===== src/rtl/z3_slave_cycle_pkg.sv =====
// rtl/z3_slave_cycle_pkg.sv - shared state, region and default-parameter definitions for the Zorro III slave-cycle controller
package z3_pkg;

    // Bus-cycle sequencing states
    typedef enum logic [2:0] {
        ST_IDLE    = 3'd0,
        ST_CLAIM   = 3'd1,
        ST_WAIT    = 3'd2,
        ST_TERM    = 3'd3,
        ST_RECOVER = 3'd4
    } z3_state_t;

    // Region latched at claim time
    localparam logic REGION_ROM  = 1'b0;
    localparam logic REGION_SCSI = 1'b1;

    localparam int Z3_TIMEOUT_DEFAULT = 64;
    localparam int Z3_SYNC_DEFAULT    = 2;

endpackage


===== src/rtl/z3_slave_cycle_if.sv =====
// rtl/z3_slave_cycle_if.sv - Zorro III slave-cycle bus signals with host-side and card-side modports
interface z3_slave_cycle_if;

    logic       FCS_n;
    logic       addr_hit;
    logic       addr_scsi;
    logic       DOE;
    logic [3:0] DS_n;
    logic       READ;
    logic       mybus;
    logic       scsi_dtack;
    logic       rom_ready;
    logic       scsi_cycle;
    logic       rom_cycle;
    logic       SLAVE_n;
    logic       DTACK_n;
    logic       BERR_n;
    logic       timeout;

    modport slave (
        input  FCS_n, addr_hit, addr_scsi, DOE, DS_n, READ, mybus, scsi_dtack, rom_ready,
        output scsi_cycle, rom_cycle, SLAVE_n, DTACK_n, BERR_n, timeout
    );

    modport master (
        output FCS_n, addr_hit, addr_scsi, DOE, DS_n, READ, mybus, scsi_dtack, rom_ready,
        input  scsi_cycle, rom_cycle, SLAVE_n, DTACK_n, BERR_n, timeout
    );

endinterface


===== src/rtl/z3_slave_cycle_sync.sv =====
// rtl/z3_slave_cycle_sync.sv - multi-stage synchronizer whose stages preset to 1 on reset
module z3_sync #(
    parameter int STAGES = 2
) (
    input  logic clk,
    input  logic rst,
    input  logic d,
    output logic q
);

    logic [STAGES-1:0] stage_q;
    logic [STAGES-1:0] stage_d;

    // Shift the asynchronous input one stage deeper each clock; stage 0 is the newest sample
    always_comb begin
        stage_d = {stage_q[STAGES-2:0], d};
    end

    // Stage register; presets high so a released strobe is seen after reset
    always_ff @(posedge clk) begin
        if (rst) begin
            stage_q <= '1;
        end else begin
            stage_q <= stage_d;
        end
    end

    assign q = stage_q[STAGES-1];

endmodule


===== src/rtl/z3_slave_cycle.sv =====
// rtl/z3_slave_cycle.sv - Zorro III slave-cycle controller; define Z3_BERR_EN to end watchdog timeouts with BERR_n
module z3_slave_cycle
    import z3_pkg::*;
#(
    parameter int TIMEOUT_CYCLES = Z3_TIMEOUT_DEFAULT,
    parameter int SYNC_STAGES    = Z3_SYNC_DEFAULT
) (
    input  logic            bclk,
    input  logic            reset,
    z3_slave_cycle_if.slave bus
);

    localparam int             CW       = $clog2(TIMEOUT_CYCLES + 1);
    localparam logic [CW-1:0]  CNT_LAST = CW'(TIMEOUT_CYCLES - 1);

    logic fcs_s;

    z3_state_t     state_q,      state_d;
    logic          region_q,     region_d;
    logic [CW-1:0] counter_q,    counter_d;
    logic          fcs_prev_q,   fcs_prev_d;
    logic          scsi_cycle_q, scsi_cycle_d;
    logic          rom_cycle_q,  rom_cycle_d;
    logic          slave_n_q,    slave_n_d;
    logic          dtack_n_q,    dtack_n_d;
    logic          timeout_q,    timeout_d;
`ifdef Z3_BERR_EN
    logic          berr_n_q,     berr_n_d;
`endif

    logic start_evt;
    logic claim_ok;
    logic ready;
    logic go_idle;

    z3_sync #(.STAGES(SYNC_STAGES)) u_fcs_sync (
        .clk (bclk),
        .rst (reset),
        .d   (bus.FCS_n),
        .q   (fcs_s)
    );

    // Next state and next registered outputs; every output is a flop so the bus sees clean edges
    always_comb begin
        state_d      = state_q;
        region_d     = region_q;
        counter_d    = counter_q;
        fcs_prev_d   = fcs_s;
        scsi_cycle_d = scsi_cycle_q;
        rom_cycle_d  = rom_cycle_q;
        slave_n_d    = slave_n_q;
        dtack_n_d    = dtack_n_q;
        timeout_d    = 1'b0;
`ifdef Z3_BERR_EN
        berr_n_d     = berr_n_q;
`endif
        go_idle      = 1'b0;

        start_evt = fcs_prev_q && !fcs_s;
        claim_ok  = start_evt && bus.addr_hit && !bus.mybus;
        ready     = ((region_q == REGION_SCSI) ? bus.scsi_dtack : bus.rom_ready)
                    && bus.DOE && (bus.DS_n != 4'hF);

        case (state_q)
            // RECOVER is a single idle-output cycle; it may accept a start that lands in it so a
            // one-bclk FCS_n gap between back-to-back cycles is not lost
            ST_IDLE, ST_RECOVER: begin
                state_d = ST_IDLE;
                go_idle = 1'b1;
                if (claim_ok) begin
                    go_idle      = 1'b0;
                    state_d      = ST_CLAIM;
                    region_d     = bus.addr_scsi;
                    slave_n_d    = 1'b0;
                    scsi_cycle_d = bus.addr_scsi;
                    rom_cycle_d  = !bus.addr_scsi;
                end
            end
            ST_CLAIM: begin
                counter_d = '0;
                state_d   = ST_WAIT;
            end
            // Host release beats a same-edge ready so an aborted cycle never sees DTACK_n
            ST_WAIT: begin
                if (fcs_s) begin
                    state_d = ST_RECOVER;
                    go_idle = 1'b1;
                end else if (ready) begin
                    state_d   = ST_TERM;
                    dtack_n_d = 1'b0;
                end else if (counter_q == CNT_LAST) begin
                    state_d   = ST_TERM;
                    timeout_d = 1'b1;
`ifdef Z3_BERR_EN
                    berr_n_d  = 1'b0;
`else
                    dtack_n_d = 1'b0;
`endif
                end else if (counter_q != '1) begin
                    counter_d = counter_q + 1'b1;
                end
            end
            ST_TERM: begin
                if (fcs_s) begin
                    state_d = ST_RECOVER;
                    go_idle = 1'b1;
                end
            end
            default: begin
                state_d = ST_IDLE;
                go_idle = 1'b1;
            end
        endcase

        if (go_idle) begin
            scsi_cycle_d = 1'b0;
            rom_cycle_d  = 1'b0;
            slave_n_d    = 1'b1;
            dtack_n_d    = 1'b1;
`ifdef Z3_BERR_EN
            berr_n_d     = 1'b1;
`endif
        end
    end

    // State and output registers with synchronous reset to idle values
    always_ff @(posedge bclk) begin
        if (reset) begin
            state_q      <= ST_IDLE;
            region_q     <= REGION_ROM;
            counter_q    <= '0;
            fcs_prev_q   <= 1'b1;
            scsi_cycle_q <= 1'b0;
            rom_cycle_q  <= 1'b0;
            slave_n_q    <= 1'b1;
            dtack_n_q    <= 1'b1;
            timeout_q    <= 1'b0;
`ifdef Z3_BERR_EN
            berr_n_q     <= 1'b1;
`endif
        end else begin
            state_q      <= state_d;
            region_q     <= region_d;
            counter_q    <= counter_d;
            fcs_prev_q   <= fcs_prev_d;
            scsi_cycle_q <= scsi_cycle_d;
            rom_cycle_q  <= rom_cycle_d;
            slave_n_q    <= slave_n_d;
            dtack_n_q    <= dtack_n_d;
            timeout_q    <= timeout_d;
`ifdef Z3_BERR_EN
            berr_n_q     <= berr_n_d;
`endif
        end
    end

    assign bus.scsi_cycle = scsi_cycle_q;
    assign bus.rom_cycle  = rom_cycle_q;
    assign bus.SLAVE_n    = slave_n_q;
    assign bus.DTACK_n    = dtack_n_q;
    assign bus.timeout    = timeout_q;
`ifdef Z3_BERR_EN
    assign bus.BERR_n     = berr_n_q;
`else
    assign bus.BERR_n     = 1'b1;
`endif

endmodule


===== src/flat_wrapper.sv =====
// flat-port wrapper written by rule: the top's interface ports become plain ports
module z3_slave_cycle_flat import z3_pkg::*;
#(
    parameter int TIMEOUT_CYCLES = Z3_TIMEOUT_DEFAULT,
    parameter int SYNC_STAGES    = Z3_SYNC_DEFAULT
)
  (bclk, reset, bus_FCS_n, bus_addr_hit, bus_addr_scsi, bus_DOE, bus_DS_n, bus_READ, bus_mybus, bus_scsi_dtack, bus_rom_ready, bus_scsi_cycle, bus_rom_cycle, bus_SLAVE_n, bus_DTACK_n, bus_BERR_n, bus_timeout);
  z3_slave_cycle_if bus_i ();
  input  logic bclk;
  input  logic reset;
  input wire logic [$bits(bus_i.FCS_n)-1:0] bus_FCS_n;
  input wire logic [$bits(bus_i.addr_hit)-1:0] bus_addr_hit;
  input wire logic [$bits(bus_i.addr_scsi)-1:0] bus_addr_scsi;
  input wire logic [$bits(bus_i.DOE)-1:0] bus_DOE;
  input wire logic [$bits(bus_i.DS_n)-1:0] bus_DS_n;
  input wire logic [$bits(bus_i.READ)-1:0] bus_READ;
  input wire logic [$bits(bus_i.mybus)-1:0] bus_mybus;
  input wire logic [$bits(bus_i.scsi_dtack)-1:0] bus_scsi_dtack;
  input wire logic [$bits(bus_i.rom_ready)-1:0] bus_rom_ready;
  output wire logic [$bits(bus_i.scsi_cycle)-1:0] bus_scsi_cycle;
  output wire logic [$bits(bus_i.rom_cycle)-1:0] bus_rom_cycle;
  output wire logic [$bits(bus_i.SLAVE_n)-1:0] bus_SLAVE_n;
  output wire logic [$bits(bus_i.DTACK_n)-1:0] bus_DTACK_n;
  output wire logic [$bits(bus_i.BERR_n)-1:0] bus_BERR_n;
  output wire logic [$bits(bus_i.timeout)-1:0] bus_timeout;
  assign bus_i.FCS_n = bus_FCS_n;
  assign bus_i.addr_hit = bus_addr_hit;
  assign bus_i.addr_scsi = bus_addr_scsi;
  assign bus_i.DOE = bus_DOE;
  assign bus_i.DS_n = bus_DS_n;
  assign bus_i.READ = bus_READ;
  assign bus_i.mybus = bus_mybus;
  assign bus_i.scsi_dtack = bus_scsi_dtack;
  assign bus_i.rom_ready = bus_rom_ready;
  assign bus_scsi_cycle = bus_i.scsi_cycle;
  assign bus_rom_cycle = bus_i.rom_cycle;
  assign bus_SLAVE_n = bus_i.SLAVE_n;
  assign bus_DTACK_n = bus_i.DTACK_n;
  assign bus_BERR_n = bus_i.BERR_n;
  assign bus_timeout = bus_i.timeout;
  z3_slave_cycle #(.TIMEOUT_CYCLES(TIMEOUT_CYCLES), .SYNC_STAGES(SYNC_STAGES)) u_core (.bclk(bclk), .reset(reset), .bus(bus_i));
endmodule

===== config.mk =====
export PLATFORM = sky130hd
export DESIGN_NAME = z3_slave_cycle_flat
export DESIGN_NICKNAME = d
export VERILOG_FILES = /design/src/rtl/z3_slave_cycle_pkg.sv /design/src/rtl/z3_slave_cycle_if.sv /design/src/rtl/z3_slave_cycle_sync.sv /design/src/rtl/z3_slave_cycle.sv /design/src/flat_wrapper.sv
export SDC_FILE = /design/constraint.sdc
export NUM_CORES = 1
export LEC_CHECK = 0
export BUFFER_PORTS_ARGS = -buffer_cell sky130_fd_sc_hd__buf_2
export CAP_MARGIN = 5
export CORE_MARGIN = 2
export CORE_UTILIZATION = 49
export DETAILED_ROUTE_END_ITERATION = 12
export GPL_TIMING_DRIVEN = 0
export MAX_ROUTING_LAYER = met4
export PLACE_DENSITY = 0.81
export SLEW_MARGIN = 20
export SYNTH_ARGS = -nofsm -noshare
export SYNTH_HDL_FRONTEND = slang
export SYNTH_SLANG_ARGS = --single-unit

===== constraint.sdc =====
create_clock -name bclk -period 5.35 [get_ports bclk]
set_input_delay 1.3375 -clock bclk [delete_from_list [all_inputs] [get_ports bclk]]
set_output_delay 1.3375 -clock bclk [all_outputs]
set_load 0.02 [all_outputs]

==> results of run 1 <==
cell type report:
class,count,area (µm²),area share
Multi-Input combinational cell,66,457.9,0.4621
Sequential cell,19,380.4,0.3838
Timing Repair Buffer,17,85.08,0.08586
Clock buffer,3,22.52,0.02273
Tap cell,17,21.27,0.02146
Buffer,3,15.01,0.01515
Clock inverter,1,5.005,0.005051
Inverter,1,3.754,0.003788
cell families (layout without fill, tap and decap cells):
| kind of cell | count (synthesis) | in the layout | share of synthesized area |
|---|---|---|---|
| other cells | 1 | 1 | 0.004375 |
| mux | 5 | 5 | 0.05985 |
| buf+inv | 4 | 25 | 0.02190 |
| compound gates | 17 | 17 | 0.1591 |
| simple gates | 42 | 42 | 0.2964 |
| fa+ha+maj | 1 | 1 | 0.01460 |
| flops | 19 | 19 | 0.4438 |
cells in the final DEF (no fill, tap or decap), drive strengths merged, types with 2 or more instances in the layout:
master	synthesis	routed
or2	4	4
nand4b	3	3
nand3	6	6
a31oi	2	2
buf	1	18
o311ai	3	3
nand4	2	2
nor2	8	8
a21o	2	2
a21oi	2	2
clkbuf	2	5
nand2	6	6
o211ai	2	2
mux2i	4	4
a211o	2	2
dfxtp	19	19
or3	3	3
registers in the layout (all words and copies together) (netlist names):
| register | flops |
|---|---|
| u_core.counter_q | 7 |
| u_core.state_q | 3 |
| u_core.u_fcs_sync.stage_q | 2 |
| u_core.bus.DTACK_n | 1 |
| u_core.bus.SLAVE_n | 1 |
| u_core.bus.rom_cycle | 1 |
| u_core.bus.scsi_cycle | 1 |
| u_core.bus.timeout | 1 |
| u_core.fcs_prev_q | 1 |
| u_core.region_q | 1 |
routing by layer:
metal  share of wire  GRT usage  vias up  wire length [µm]
li1                -          -      380                 -
met1            0.46     0.2354      370               810
met2            0.48     0.3042       25               846
met3           0.046    0.03571        4                81
met4           0.016    0.09714        0                29
met5               0          -        -                 0
path summary, 6_finish.rpt:
check	endpoint
worst max-delay path	u_core.counter_q[4]$_SDFFE_PP0P_
worst max register to register	u_core.counter_q[3]$_SDFFE_PP0P_
worst min-delay path	u_core.u_fcs_sync.stage_q[1]$_SDFF_PP1_
worst min register to register	u_core.u_fcs_sync.stage_q[1]$_SDFF_PP1_
worst max-delay path, stage by stage:
cell and delay, ns:
sky130_fd_sc_hd__buf_2 0.09, sky130_fd_sc_hd__mux2_2 0.29, sky130_fd_sc_hd__a31oi_1 0.37, sky130_fd_sc_hd__nand4b_1 0.20, sky130_fd_sc_hd__o41ai_1 0.31
power by group:
part | switching, µW | internal, µW | total [µW]
combinational | 7.74 | 6.84 | 14.6
clock | 45.3 | 27.8 | 73.1
sequential | 0.705 | 143 | 143
metrics by stage:
stage                     cells  setup slack [ns]  instance area (µm²)  total power, µW    util
after global routing        127             2.925                991.0            240.3  0.5867
after CTS                   127             2.963                991.0            233.0  0.5867
after global placement      123             2.648                963.4            160.6  0.5704
final                       127             2.958                991.0            231.0  0.5867
after detailed placement    123             2.629                963.4            161.2  0.5704
after floorplan              89             2.781                857.1            154.3       -
==> metrics.csv, run 1 <==
stage,metric,value,unit
worst_setup_path,cells on worst reg2reg path,4,
sta,Hold Slack,0.4290,ns
route,Detailed Route Iter0 Violations,11,
worst_setup_path,Worst R2R Setup Slack,3.56,ns
worst_setup_path,worst setup path class,input pin to flip-flop,
synth,sequential share of the synthesized area,0.4438,
flow_run,max capacitance violation total,0,
sta,worst relative slew slack,0.6326,
sta,final number of hold-violating endpoints,0,
cells_and_area,Antenna Diode Count,0,
clock_tree,TritonCTS clock tree,yes,
clock_tree,number of clock sinks,19,
worst_setup_path,R2R Path Start,u_core.state_q[1]$_SDFFE_PP0P_,
clock_tree,number of resized instances in the post-cts repair step,0,
clock_tree,buffer cell driving the clock tree root,sky130_fd_sc_hd__clkbuf_4,
floorplanning,floorplan die area,2099,µm²
placed_design,GPL Wtd Cong,0.9826,
sta,number of pins with negative max-slew slack in the final report,0,
synth,top post-synthesis cells by count,"sky130_fd_sc_hd__dfxtp_1, sky130_fd_sc_hd__nor2_1, sky130_fd_sc_hd__nand2_1, sky130_fd_sc_hd__nand3_1",
synth,most used standard cell by instance count after synthesis,sky130_fd_sc_hd__dfxtp_1,
route,DRT Wirelength,1768,µm
clock_tree,count of buffers added by post-CTS timing repair for setup,0,
grt,first-pass GRT wire length,2842,µm
floorplanning,number of placed I/O pins,20,
route,Vias,779,
floorplanning,floorplan row count,15,
route,DRT antenna net count,0,
synth,prevailing post-synth register cell,sky130_fd_sc_hd__dfxtp_1,
clock_tree,hold-fix buffers at CTS,0,
floorplanning,area of the core,1689,µm²
min_path,worst hold stages,1,
min_path,Min-Delay Path Class,flip-flop to flip-flop,
grt,global-route usage over all layers,0.1935,
synth,fraction of synthesized cell area taken by the top area cell type,0.4438,
cells_and_area,number of fill cells in the layout,164,
grt,initial antenna violation count,0,
placed_design,estimated wirelength of the detail-placed design,1357,µm
worst_setup_path,Worst setup SP type,input pin,
floorplanning,height of the chip,45.82,µm
clock_tree,TritonCTS buffer count,3,
synth,top cells by area in the synthesized netlist,"sky130_fd_sc_hd__dfxtp_1, sky130_fd_sc_hd__mux2i_1, sky130_fd_sc_hd__nand3_1",
cells_and_area,share of cells above drive strength 1,0.2818,
sta,Final setup violation count,0,
synth,"Async S/R FF share, synth",0,
route,DRC violations left,0,
clock_tree,depth of the CTS H-tree,1,
clock_tree,source-to-sink clock delay at the later pin of the worst-skew pair,0.30,ns
synth,"Avg Cell Area, Syn",9.630,µm²
pwr,power per unit of standard cell area,233.2,nW/µm²
route,1st-pass router iterations,4,
clock_tree,clock-pin slew on the worst setup and hold paths,0.11,ns
sta,worst clock skew,0.004936,ns
floorplanning,effective utilization at floorplan,0.5074,
worst_setup_path,signal arrival time at the worst endpoint,2.60,ns
sta,final critical delay including setup and external delays,2.392,ns
grt,overall overflow remaining after global route,0,
route,Routed wire per std cell,13.92,µm
clock_tree,buffer depth of the longest clock path,2,
route,via/cell ratio,6.134,
placed_design,number of buffer cells added on primary ports,17,
worst_setup_path,data required time of the critical path,5.56,ns
synth,number of register bits inferred by synthesis,19,
synth,Syn Nets,104,
synth,total standard cell area after synthesis,857.1,µm²
worst_setup_path,Worst Setup End Kind,flip-flop,
grt,pin count of the biggest net entering global routing,12,
synth,number of warnings reported in the yosys synthesis log,0,
synth,"EDFF count, synth",0,
cells_and_area,synth-to-layout area growth,15.62,%
sta,transition time of the tightest slew-check pin,0.5512,ns
sta,Post-Route Setup TNS,0,ns
synth,synth unique cells,35,
pwr,static leakage,0.0003855,µW
floorplanning,Chip Width,45.82,µm
worst_setup_path,"critical path fanouts, max",4,
synth,number of instances in the synthesized netlist,89,
sta,Highest Clock Rate,418.1,MHz
outcome,outcome,"finished, final reports clean",
sta,final clock period utilization by the worst path,0.4470,
cells_and_area,net count of the finished layout,126,
synth,largest area contributor in the netlist,sky130_fd_sc_hd__dfxtp_1,
sta,setup repair after global routing missed its margin,false,
grt,via count of the first global-routing pass,674,
min_path,Min-Delay Startpoint,u_core.u_fcs_sync.stage_q[0]$_SDFF_PP1_,
worst_setup_path,source of the critical timing path,bus_scsi_dtack,
pwr,maximum vdd drop,0.1514,mV
(Power assumes the default switching activity.)
==> run 2, diff against run 1 <==
- ABC_AREA: default -> 1
- CORE_UTILIZATION: 49 -> 47
- PLACE_DENSITY: 0.81 -> 0.8
- clock period: 5.35 -> 2 ns (I/O delays scaled with it)
==> metrics.csv, run 2 <==
stage,metric,value,unit
cells_and_area,Largest register FFs,7,
synth,Syn Nets,143,
min_path,worst hold stages,2,
cells_and_area,registers with the most flip-flops,"u_core.counter_q x7, u_core.state_q x3, u_core.u_fcs_sync.stage_q x2",
synth,number of register bits inferred by synthesis,19,
synth,top cells by area in the synthesized netlist,"sky130_fd_sc_hd__dfxtp_1, sky130_fd_sc_hd__nand2_1, sky130_fd_sc_hd__nand3_1",
route,top layer in use,met4,
route,DRC violations left,0,
cells_and_area,Antenna Diode Count,0,
sta,number of pins with negative max-slew slack in the final report,0,
pwr,final total power,625.0,µW
worst_setup_path,data required time of the critical path,2.25,ns
synth,compound-gate portion of the synthesized area,0.09247,
floorplanning,number of placed I/O pins,20,
worst_setup_path,"Largest delay share family, worst path",simple AND/OR/NAND/NOR gates,
grt,global-route usage over all layers,0.1739,
pwr,maximum vdd drop,0.4471,mV
worst_setup_path,"critical path, cell by cell","ha_1, nand3_2, nor2_2, nand2_2, nand3_2, nand2_4, nand2_4, nand2_1, a21oi_2",
sta,Highest Clock Rate,688.8,MHz
clock_tree,buffer cell driving the clock tree root,sky130_fd_sc_hd__clkbuf_4,
placed_design,GPL Wtd Cong,0.7470,
route,routed length on met2,809,µm
floorplanning,area of the core,1922,µm²
grt,initial antenna violation count,0,
synth,prevailing post-synth register cell,sky130_fd_sc_hd__dfxtp_1,
clock_tree,TritonCTS clock tree,yes,
placed_design,estimated wirelength of the detail-placed design,1347,µm
clock_tree,hold-fix buffers at CTS,0,
cells_and_area,"leading cell type in the layout, fill and taps excluded",sky130_fd_sc_hd__nand2_1,
route,Routed wire per std cell,10.11,µm
synth,most used standard cell by instance count after synthesis,sky130_fd_sc_hd__nand2_1,
worst_setup_path,Worst setup SP type,flip-flop,
worst_setup_path,signal arrival time at the worst endpoint,1.70,ns
clock_tree,count of buffers added by post-CTS timing repair for setup,0,
cells_and_area,synth-to-layout area growth,14.93,%
worst_setup_path,Worst R2R Setup Slack,0.55,ns
synth,"Avg Cell Area, Syn",7.400,µm²
floorplanning,floorplan die area,2390,µm²
sta,final clock period utilization by the worst path,0.7259,
pwr,static leakage,0.0004804,µW
sta,final number of hold-violating endpoints,0,
min_path,sink of the worst hold path,u_core.u_fcs_sync.stage_q[0]$_SDFF_PP1_,
cells_and_area,share of cells above drive strength 1,0.2770,
worst_setup_path,Worst Setup End Kind,flip-flop,
clock_tree,buffer depth of the longest clock path,2,
synth,"EDFF count, synth",0,
grt,overall overflow remaining after global route,0,
synth,"post-synthesis share of cell area spent on full adders, half adders and majority gates",0.01321,
worst_setup_path,"critical path fanouts, max",10,
route,1st-pass router iterations,4,
clock_tree,depth of the CTS H-tree,1,
route,DRT antenna net count,0,
worst_setup_path,cells on worst reg2reg path,9,
min_path,Min-Delay Path Class,input pin to flip-flop,
clock_tree,TritonCTS buffer count,3,
floorplanning,Chip Width,48.89,µm
floorplanning,effective utilization at floorplan,0.4928,
sta,setup repair after global routing missed its margin,false,
floorplanning,height of the chip,48.89,µm
grt,pin count of the biggest net entering global routing,12,
synth,post-synthesis mux area share,0,
synth,combinational family with the most area after synthesis,simple AND/OR/NAND/NOR gates,
cells_and_area,core utilization of the finished layout,0.5664,
worst_setup_path,capture instance of the worst register-to-register path,u_core.counter_q[3]$_SDFFE_PP0P_,
sta,Post-Route Setup TNS,0,ns
synth,"Async S/R FF share, synth",0,
sta,final critical delay including setup and external delays,1.452,ns
floorplanning,floorplan row count,16,
cells_and_area,net count of the finished layout,164,
synth,number of warnings reported in the yosys synthesis log,0,
clock_tree,number of clock sinks,19,
clock_tree,source-to-sink clock delay at the later pin of the worst-skew pair,0.30,ns
synth,number of instances in the synthesized netlist,128,
route,sum of routed wire segments on met1,858,µm
sta,Final setup violation count,0,
clock_tree,clock-pin slew on the worst setup and hold paths,0.10,ns
route,sum of met3 wire segment lengths after detailed routing,69,µm
worst_setup_path,delay of the slowest cell on the worst path,0.37,ns
route,Vias,844,
cells_and_area,Reg with most FFs,u_core.counter_q,
synth,largest area contributor in the netlist,sky130_fd_sc_hd__dfxtp_1,
synth,XOR/XNOR Fraction of Synth Area,0.009247,
route,DRT Wirelength,1770,µm
grt,first-pass GRT wire length,3201,µm
worst_setup_path,R2R Path Start,u_core.counter_q[1]$_SDFFE_PP0P_,
sta,worst clock skew,0.001686,ns
cells_and_area,most used cells in the layout excluding fill and tap cells,"sky130_fd_sc_hd__nand2_1, sky130_fd_sc_hd__dfxtp_1, sky130_fd_sc_hd__inv_1, sky130_fd_sc_hd__buf_2, sky130_fd_sc_hd__nand3_1",
synth,sequential share of the synthesized area,0.4016,
worst_setup_path,Worst path slowest cell,sky130_fd_sc_hd__dfxtp_1,
route,via/cell ratio,4.823,
outcome,outcome,"finished, final reports clean",
pwr,power per unit of standard cell area,574.2,nW/µm²
clock_tree,number of resized instances in the post-cts repair step,0,
synth,top post-synthesis cells by count,"sky130_fd_sc_hd__nand2_1, sky130_fd_sc_hd__dfxtp_1, sky130_fd_sc_hd__inv_1",
synth,fraction of the mapped netlist area in simple logic gates,0.3923,
min_path,Min-Delay Startpoint,bus_FCS_n,
synth,fraction of synthesized cell area taken by the top area cell type,0.4016,
placed_design,number of buffer cells added on primary ports,16,
flow_run,max capacitance violation total,0,
synth,total standard cell area after synthesis,947.2,µm²
worst_setup_path,worst setup path class,flip-flop to flip-flop,
worst_setup_path,Critical path buffers and inverters,0,
synth,synth unique cells,24,
grt,via count of the first global-routing pass,783,
route,Detailed Route Iter0 Violations,17,
[run 2: cells by family after synthesis]
group,Yosys count
buf+inv,20
other cells,1
flops,19
xor+xnor,1
compound gates,14
simple gates,72
fa+ha+maj,1
[run 2: worst max path at each step]
stage | startpoint | end | slack, ns | cells past startpoint
2_1_floorplan | u_core.counter_q[0]$_SDFFE_PP0P_ | u_core.counter_q[4]$_SDFFE_PP0P_ | 0.73 | 9
6_report | u_core.counter_q[1]$_SDFFE_PP0P_ | u_core.counter_q[3]$_SDFFE_PP0P_ | 0.55 | 9
3_3_place_gp | bus_mybus | u_core.bus.rom_cycle$_SDFFE_PP0P_ | 0.53 | 6
5_1_grt | u_core.counter_q[0]$_SDFFE_PP0P_ | u_core.counter_q[5]$_SDFFE_PP0P_ | 0.41 | 9
3_5_place_dp | bus_mybus | u_core.bus.rom_cycle$_SDFFE_PP0P_ | 0.53 | 6
4_1_cts | u_core.counter_q[1]$_SDFFE_PP0P_ | u_core.counter_q[3]$_SDFFE_PP0P_ | 0.54 | 9
[run 2: per-layer routing]
| metal | track usage | vias to the layer above |
|---|---|---|
| met3 | 0.02454 | 5 |
| met1 | 0.2078 | 375 |
| met4 | 0.08571 | 0 |
| met5 | - | - |
| met2 | 0.2877 | 20 |
| li1 | - | 444 |
[run 2: through the flow]
stage | cells | area [µm²] | hold WS, ns | setup WS (ns)
after global routing | 175 | 1089 | 0.3626 | 0.4099
after floorplan | 128 | 947.2 | 0.3895 | 0.7298
final | 175 | 1089 | 0.3733 | 0.5482
after CTS | 175 | 1089 | 0.3683 | 0.5410
after detailed placement | 171 | 1061 | 0.3935 | 0.5261
after global placement | 171 | 1061 | 0.3986 | 0.5312
[run 2: cell type report]
| class | count | area (µm²) |
|---|---|---|
| multi-input combinational | 89 | 484.2 |
| buffer | 2 | 15.01 |
| tap | 27 | 33.78 |
| fill | 179 | 833.3 |
| sequential | 19 | 380.4 |
| timing repair buffer | 16 | 80.08 |
| clock inverter | 1 | 5.005 |
| clock buffer | 3 | 22.52 |
| inverter | 18 | 67.56 |
[run 2: power by group]
| part | switching, µW | total [µW] | internal, µW |
|---|---|---|---|
| combinational | 24.3 | 43.2 | 18.9 |
| sequential | 3.71 | 386 | 383 |
| clock | 121 | 196 | 74.7 |
| total | 149 | 625 | 476 |
